<file path="src/rtl/mips_core_pkg.sv">
// Shared core types: active-list and register index widths plus the flush FSM encoding.
package mips_core_pkg;
  localparam int AL_DEPTH = 32;
  localparam int AL_IDX_W = $clog2(AL_DEPTH);
  localparam int PREG_W   = 6;
  localparam int AREG_W   = 5;
  localparam int ID_W     = 32;

  typedef logic [AL_IDX_W-1:0] AlIndex;
  typedef logic [PREG_W-1:0]   PhysReg;
  typedef logic [AREG_W-1:0]   ArchReg;
  typedef logic [ID_W-1:0]     InstId;

  typedef enum logic [1:0] {IDLE, SQUASH, WALK, DONE} FlushState;

  localparam AlIndex AL_ONE = AlIndex'(1);

  // Distance from the oldest entry; the active list wraps, so modulo arithmetic is the age.
  function automatic AlIndex al_age(input AlIndex x, input AlIndex head);
    return AlIndex'(x - head);
  endfunction
endpackage

</file>
<file path="src/rtl/al_age_compare.sv">
// Combinational age compare of two active-list slots relative to the list head.
module al_age_compare
  import mips_core_pkg::*;
(
  input  logic [AL_IDX_W-1:0] a,
  input  logic [AL_IDX_W-1:0] b,
  input  logic [AL_IDX_W-1:0] head,
  output logic                a_older
);
  assign a_older = al_age(a, head) < al_age(b, head);
endmodule

</file>
<file path="src/rtl/flush_recovery_controller.sv">
// Branch-mispredict recovery: squash the IQ, walk the active list youngest-first restoring
// rename mappings and freeing physical registers, then rewind the tail and signal done.
module flush_recovery_controller
  import mips_core_pkg::*;
(
  input  logic                clk,
  input  logic                rst_n,
  input  logic                flush_req,
  input  logic [AL_IDX_W-1:0] flush_al_index,
  input  logic [ID_W-1:0]     flush_instruction_ID,
  input  logic [AL_IDX_W-1:0] al_head,
  input  logic [AL_IDX_W-1:0] al_tail,
  output logic [AL_IDX_W-1:0] al_rd_index,
  input  logic                al_rd_uses_rw,
  input  logic [AREG_W-1:0]   al_rd_arch_reg,
  input  logic [PREG_W-1:0]   al_rd_new_preg,
  input  logic [PREG_W-1:0]   al_rd_old_preg,
  output logic                iq_flush,
  output logic [ID_W-1:0]     iq_flushed_instruction_ID,
  output logic                insert_block,
  output logic                map_restore_valid,
  output logic [AREG_W-1:0]   map_restore_arch,
  output logic [PREG_W-1:0]   map_restore_preg,
  output logic                free_release_valid,
  output logic [PREG_W-1:0]   free_release_preg,
  output logic                al_tail_set_valid,
  output logic [AL_IDX_W-1:0] al_tail_set_value,
  output logic                flush_done,
  output logic                busy
);
  FlushState state, next_state;
  AlIndex    walk_ptr, stop_idx, walk_dec, eff_stop;
  InstId     cap_id;
  logic      new_older, new_before_walk, retarget, passed;

  logic      iq_flush_d, restore_d, tail_set_d, blk_d;
  ArchReg    arch_d;
  PhysReg    old_d, new_d;
  AlIndex    tail_val_d;

  al_age_compare u_new_vs_stop (.a(flush_al_index), .b(stop_idx), .head(al_head), .a_older(new_older));
  al_age_compare u_new_vs_walk (.a(flush_al_index), .b(walk_ptr), .head(al_head), .a_older(new_before_walk));

  // Only a strictly older mispredict mid-recovery moves the stop point; the walk itself keeps going.
  assign retarget    = flush_req && (state == SQUASH || state == WALK) && new_older;
  assign passed      = retarget && !new_before_walk;
  assign eff_stop    = retarget ? flush_al_index : stop_idx;
  assign walk_dec    = walk_ptr - AL_ONE;
  assign al_rd_index = walk_ptr;
  assign iq_flushed_instruction_ID = cap_id;

  always_ff @(posedge clk or negedge rst_n) begin
    if (!rst_n) state <= IDLE;
    else        state <= next_state;
  end

  always_comb begin
    next_state = state;
    case (state)
      IDLE:    if (flush_req) next_state = SQUASH;
      SQUASH:  next_state = (passed || walk_ptr == eff_stop) ? DONE : WALK;
      WALK:    next_state = (passed || walk_dec == eff_stop) ? DONE : WALK;
      DONE:    next_state = IDLE;
      default: next_state = IDLE;
    endcase
  end

  always_ff @(posedge clk or negedge rst_n) begin
    if (!rst_n) begin
      walk_ptr <= '0;
      stop_idx <= '0;
      cap_id   <= '0;
    end else if (state == IDLE && flush_req) begin
      walk_ptr <= al_tail - AL_ONE;
      stop_idx <= flush_al_index;
      cap_id   <= flush_instruction_ID;
    end else begin
      if (retarget) begin
        stop_idx <= flush_al_index;
        cap_id   <= flush_instruction_ID;
      end
      if (state == WALK) walk_ptr <= walk_dec;
    end
  end

  // Next-cycle output values; everything except the read index leaves through a flop.
  always_comb begin
    iq_flush_d = (state == IDLE && flush_req) || retarget;
    restore_d  = 1'b0;
    arch_d     = '0;
    old_d      = '0;
    new_d      = '0;
    tail_set_d = 1'b0;
    tail_val_d = '0;
    blk_d      = (next_state != IDLE);
    if (state == WALK && al_rd_uses_rw && !passed) begin
      restore_d = 1'b1;
      arch_d    = al_rd_arch_reg;
      old_d     = al_rd_old_preg;
      new_d     = al_rd_new_preg;
    end
    if (next_state == DONE) begin
      tail_set_d = 1'b1;
      tail_val_d = eff_stop + AL_ONE;
    end
  end

  always_ff @(posedge clk or negedge rst_n) begin
    if (!rst_n) begin
      iq_flush           <= 1'b0;
      insert_block       <= 1'b0;
      busy               <= 1'b0;
      map_restore_valid  <= 1'b0;
      map_restore_arch   <= '0;
      map_restore_preg   <= '0;
      free_release_valid <= 1'b0;
      free_release_preg  <= '0;
      al_tail_set_valid  <= 1'b0;
      al_tail_set_value  <= '0;
      flush_done         <= 1'b0;
    end else begin
      iq_flush           <= iq_flush_d;
      insert_block       <= blk_d;
      busy               <= blk_d;
      map_restore_valid  <= restore_d;
      map_restore_arch   <= arch_d;
      map_restore_preg   <= old_d;
      free_release_valid <= restore_d;
      free_release_preg  <= new_d;
      al_tail_set_valid  <= tail_set_d;
      al_tail_set_value  <= tail_val_d;
      flush_done         <= tail_set_d;
    end
  end
endmodule

</file>
<file path="config.mk">
export PLATFORM = sky130hd
export DESIGN_NAME = flush_recovery_controller
export DESIGN_NICKNAME = d
export VERILOG_FILES = /design/src/rtl/mips_core_pkg.sv /design/src/rtl/al_age_compare.sv /design/src/rtl/flush_recovery_controller.sv
export SDC_FILE = /design/constraint.sdc
export NUM_CORES = 1
export LEC_CHECK = 0
export CORE_UTILIZATION = 45
export CTS_BUF_LIST = sky130_fd_sc_hd__clkbuf_4 sky130_fd_sc_hd__clkbuf_8
export DETAILED_ROUTE_END_ITERATION = 10
export PLACE_DENSITY = 0.86
export SYNTH_ARGS = -nofsm -noshare
export SYNTH_HDL_FRONTEND = slang
export SYNTH_SLANG_ARGS = --single-unit
</file>
<file path="constraint.sdc">
create_clock -name clk -period 8.6 [get_ports clk]
set_clock_uncertainty 0.1 [all_clocks]
set_input_delay 1.72 -clock clk [delete_from_list [all_inputs] [get_ports clk]]
set_output_delay 1.72 -clock clk [all_outputs]
set_load 0.05 [all_outputs]
</file>
==> metrics.md <==
| Metric | Value |
|---|---|
| Status | `finished, violations left` |
| Violated checks | `design-rule violations` |
| Fmax | `177 MHz` |
| Adder-cell area share of the yosys netlist | `10.8%` |
| Mapped Area | `3580 µm²` |
| Simple-gate portion of the synthesized area | `9.70%` |
| R2R cell count | `13` |
| GR peak layer | `met2` |
| Setup bufs post-CTS | `0` |
| Max-Cap Viols | `0` |
| Grt ovf | `0` |
| Fin Hold WS | `0.386 ns` |
| Global-route wire length before repair | `13.1 mm` |
| Crit start category | `input pin` |
| Mapped Nets | `387` |
| IO Port Bufs | `133` |
| XOR/XNOR share of the synthesized area | `6.11%` |
| DR iter-0 viols | `102` |
| Core Region | `7730 µm²` |
| Final wirelength | `8.01 mm` |
| Critical path arrival | `5.74 ns` |
| Die height | `91.3 µm` |
| Area of the multi-input gates | `1710 µm²` |
| Initial DRT Pass Iterations | `9` |
| Post-Synthesis Cells | `290` |
| Resized cells post-CTS | `0` |
| Post-DP HPWL | `6.14 mm` |
| Main combinational cell family by area after synthesis | `multiplexers` |
| Met1 Resource Use GR | `24.1%` |
| CP Class | `input pin to flop` |
| Die Width | `91.3 µm` |
| RSZ-0062 raised after global routing | `false` |
| Endpoints failing hold | `0` |
| Hold Buf Count CTS | `0` |
| Crit path time final | `5.64 ns` |
| Power consumption | `2310 µW` |
| Sequential area share after synthesis | `48.9%` |
| Setup violators final | `0` |
| CP max FO | `39` |
| Worst Hold Class | `flop to flop` |
| Mux contribution to synthesized area | `14.0%` |
| Largest net degree at the start of global routing | `71` |
| Met2 usage in global routing | `35.7%` |
| H-tree level count | `3` |
| Synth warn | `0` |
| Antenna violations before repair | `0` |
| Clk Latency, worst-skew pair | `0.33 ns` |
| Synthesis-to-layout area growth | `45.3%` |
| TritonCTS Buffers | `9` |
| Slack of the critical path | `2.96 ns` |
| VDD IR-drop max | `0.205 mV` |
| Mean Syn Cell Area | `12.4 µm²` |
| Initial Util | `46.4%` |
| Max-slew violations | `0` |
| CTS tree | `done` |
| Antenna cells | `0` |
| Slew at the pin closest to its max-slew limit | `0.967 ns` |
| Via/cell ratio | `4.98` |
| Ports | `134` |
| CTS clk-pin slew, worst paths | `0.07 ns` |
| Clock root cell | `clkbuf_8` |
| GR Util met3 | `4.44%` |
| Slew headroom | `35.5%` |
| Fin Setup TNS | `0 ns` |
| Routed len/inst | `15.1 µm` |
| # fillers | `581` |
| Clk sink count | `70` |
| Post-synthesis compound-gate area fraction | `6.98%` |
| Clock Tree Buf Depth | `2` |
| Most common cell after layout, fill and taps aside | `clkdlybuf4s50_1` |
| Most frequent cells in the layout | `132 x clkdlybuf4s50_1, 70 x dfrtp_1, 36 x mux2_1, 26 x ha_1` |
| All-Layer GR Usage | `20.4%` |
| # DRC | `2` |
| LEAKAGE | `0.00230 µW` |
| CP Data Required Time | `8.70 ns` |
| Tcrit/Tclk final | `65.5%` |
| Number of synthesized register bits | `70` |
| Netlist cell types | `42` |
| Hold path depth | `1` |
| Nets | `522` |
| CP Capture Type | `flop` |
| Register area | `1750 µm²` |
| Vias | `2,642` |
| Die Footprint | `8330 µm²` |
| Dpl ws | `2.64 ns` |
| Row cnt | `32` |
| Share of cells above drive strength 1 | `6.53%` |
| Vias in the first global route | `2,684` |
| Power per cell area | `443 nW/µm²` |
| Antenna Nets Post-Route | `0` |
| Final RePlAce weighted congestion | `0.841` |
| Fin util | `67.4%` |
[cells by family after synthesis]
| logic type | Yosys count |
|---|---|
| AO/OA/AOI/OAI | 37 |
| XOR/XNOR | 25 |
| adder cells (fa/ha/maj) | 29 |
| buffers and inverters | 28 |
| flip-flops | 70 |
| multiplexers | 45 |
| AND/OR/NAND/NOR | 56 |
[sequential cells by signal, summed over array words and instances (netlist names)]
register / flops
iq_flush: 1
al_tail_set_value: 5
busy: 1
al_rd_index: 5
iq_flushed_instruction_ID: 32
map_restore_arch: 5
state: 2
stop_idx: 5
flush_done: 1
map_restore_preg: 6
free_release_valid: 1
free_release_preg: 6
[cells in the mapped netlist]
master	count	share of area [%]
a21boi_1	1	0.21
a21o_1	7	1.5
a21oi_1	17	2.4
a21oi_2	1	0.24
a22oi_1	1	0.21
a2bb2oi_1	1	0.24
a311o_1	1	0.28
a31oi_4	1	0.59
and2_1	17	3.0
and3_1	2	0.35
buf_2	4	0.56
buf_4	3	0.63
buf_6	1	0.31
clkbuf_1	2	0.21
clkinv_1	1	0.10
dfrtp_1	70	49
fa_1	3	1.7
ha_1	26	9.1
inv_1	17	1.8
mux2_1	36	11
mux2_2	1	0.31
mux2_4	1	0.42
mux2i_1	7	2.0
nand2_1	13	1.4
nand2b_1	3	0.52
nand3_1	4	0.56
nand3b_1	1	0.21
nand4_1	1	0.17
nand4_4	1	0.59
nand4b_2	1	0.42
nor2_1	7	0.73
nor2b_4	1	0.38
nor3_1	2	0.28
nor4b_1	1	0.24
nor4b_4	1	0.66
o211ai_1	1	0.21
o21ai_0	3	0.42
o21ai_1	2	0.28
o21ai_4	1	0.45
or3b_2	1	0.24
xnor2_1	14	3.4
xor2_1	11	2.7
[where the power goes]
group	switching, µW	internal (µW)	total [µW]
clock network	121	170	291
registers	83.5	469	552
logic	893	572	1470
[path summary, 6_finish.rpt]
| kind | start | endpoint | slack [ns] |
|---|---|---|---|
| worst min-delay path | iq_flushed_instruction_ID[22] | iq_flushed_instruction_ID[22] | 0.39 |
| worst min register to register | iq_flushed_instruction_ID[22] | iq_flushed_instruction_ID[22] | 0.39 |
| worst max-delay path | al_head[0] | iq_flushed_instruction_ID[31] | 2.96 |
| max in group asynchronous | rst_n | al_rd_index[2] | 6.35 |
| min in group asynchronous | rst_n | iq_flushed_instruction_ID[10] | 1.48 |
| worst max register to register | stop_idx[0] | iq_flushed_instruction_ID[31] | 4.39 |
[metrics by stage]
stage | cell area, µm² | std cells
2_1_floorplan | 3580 | 290
3_5_place_dp | 4990 | 516
6_report | 5210 | 531
3_3_place_gp | 4990 | 516
4_1_cts | 5210 | 531
5_1_grt | 5210 | 531
[cell type report]
class / count / area share (%)
clock buffers: 10 / 2.64
inverters: 18 / 1.30
flip-flops and latches: 70 / 33.6
well taps: 102 / 2.45
clock inverters: 5 / 1.61
multi-input cells: 192 / 32.8
repair buffers: 134 / 25.6
[routing by layer]
layer	share of wire [%]	wire length, µm	up-vias
met5	0	0	-
met4	1.7	135	0
met1	41	3300	1279
met3	4.8	384	13
li1	-	-	1260
met2	52	4180	90
[critical path: stages]
cell and delay, ns:
clkdlybuf4s50_1 0.53, ha_1 0.17, inv_1 0.06, fa_1 0.41, a21o_1 0.17, a21oi_1 0.24
xnor2_1 0.12, ha_1 0.35, nand2_1 0.11, nand4b_2 0.17, a31oi_4 0.41, nand2b_2 0.85
mux2_1 0.40
Power figures use the tool's default switching activity.
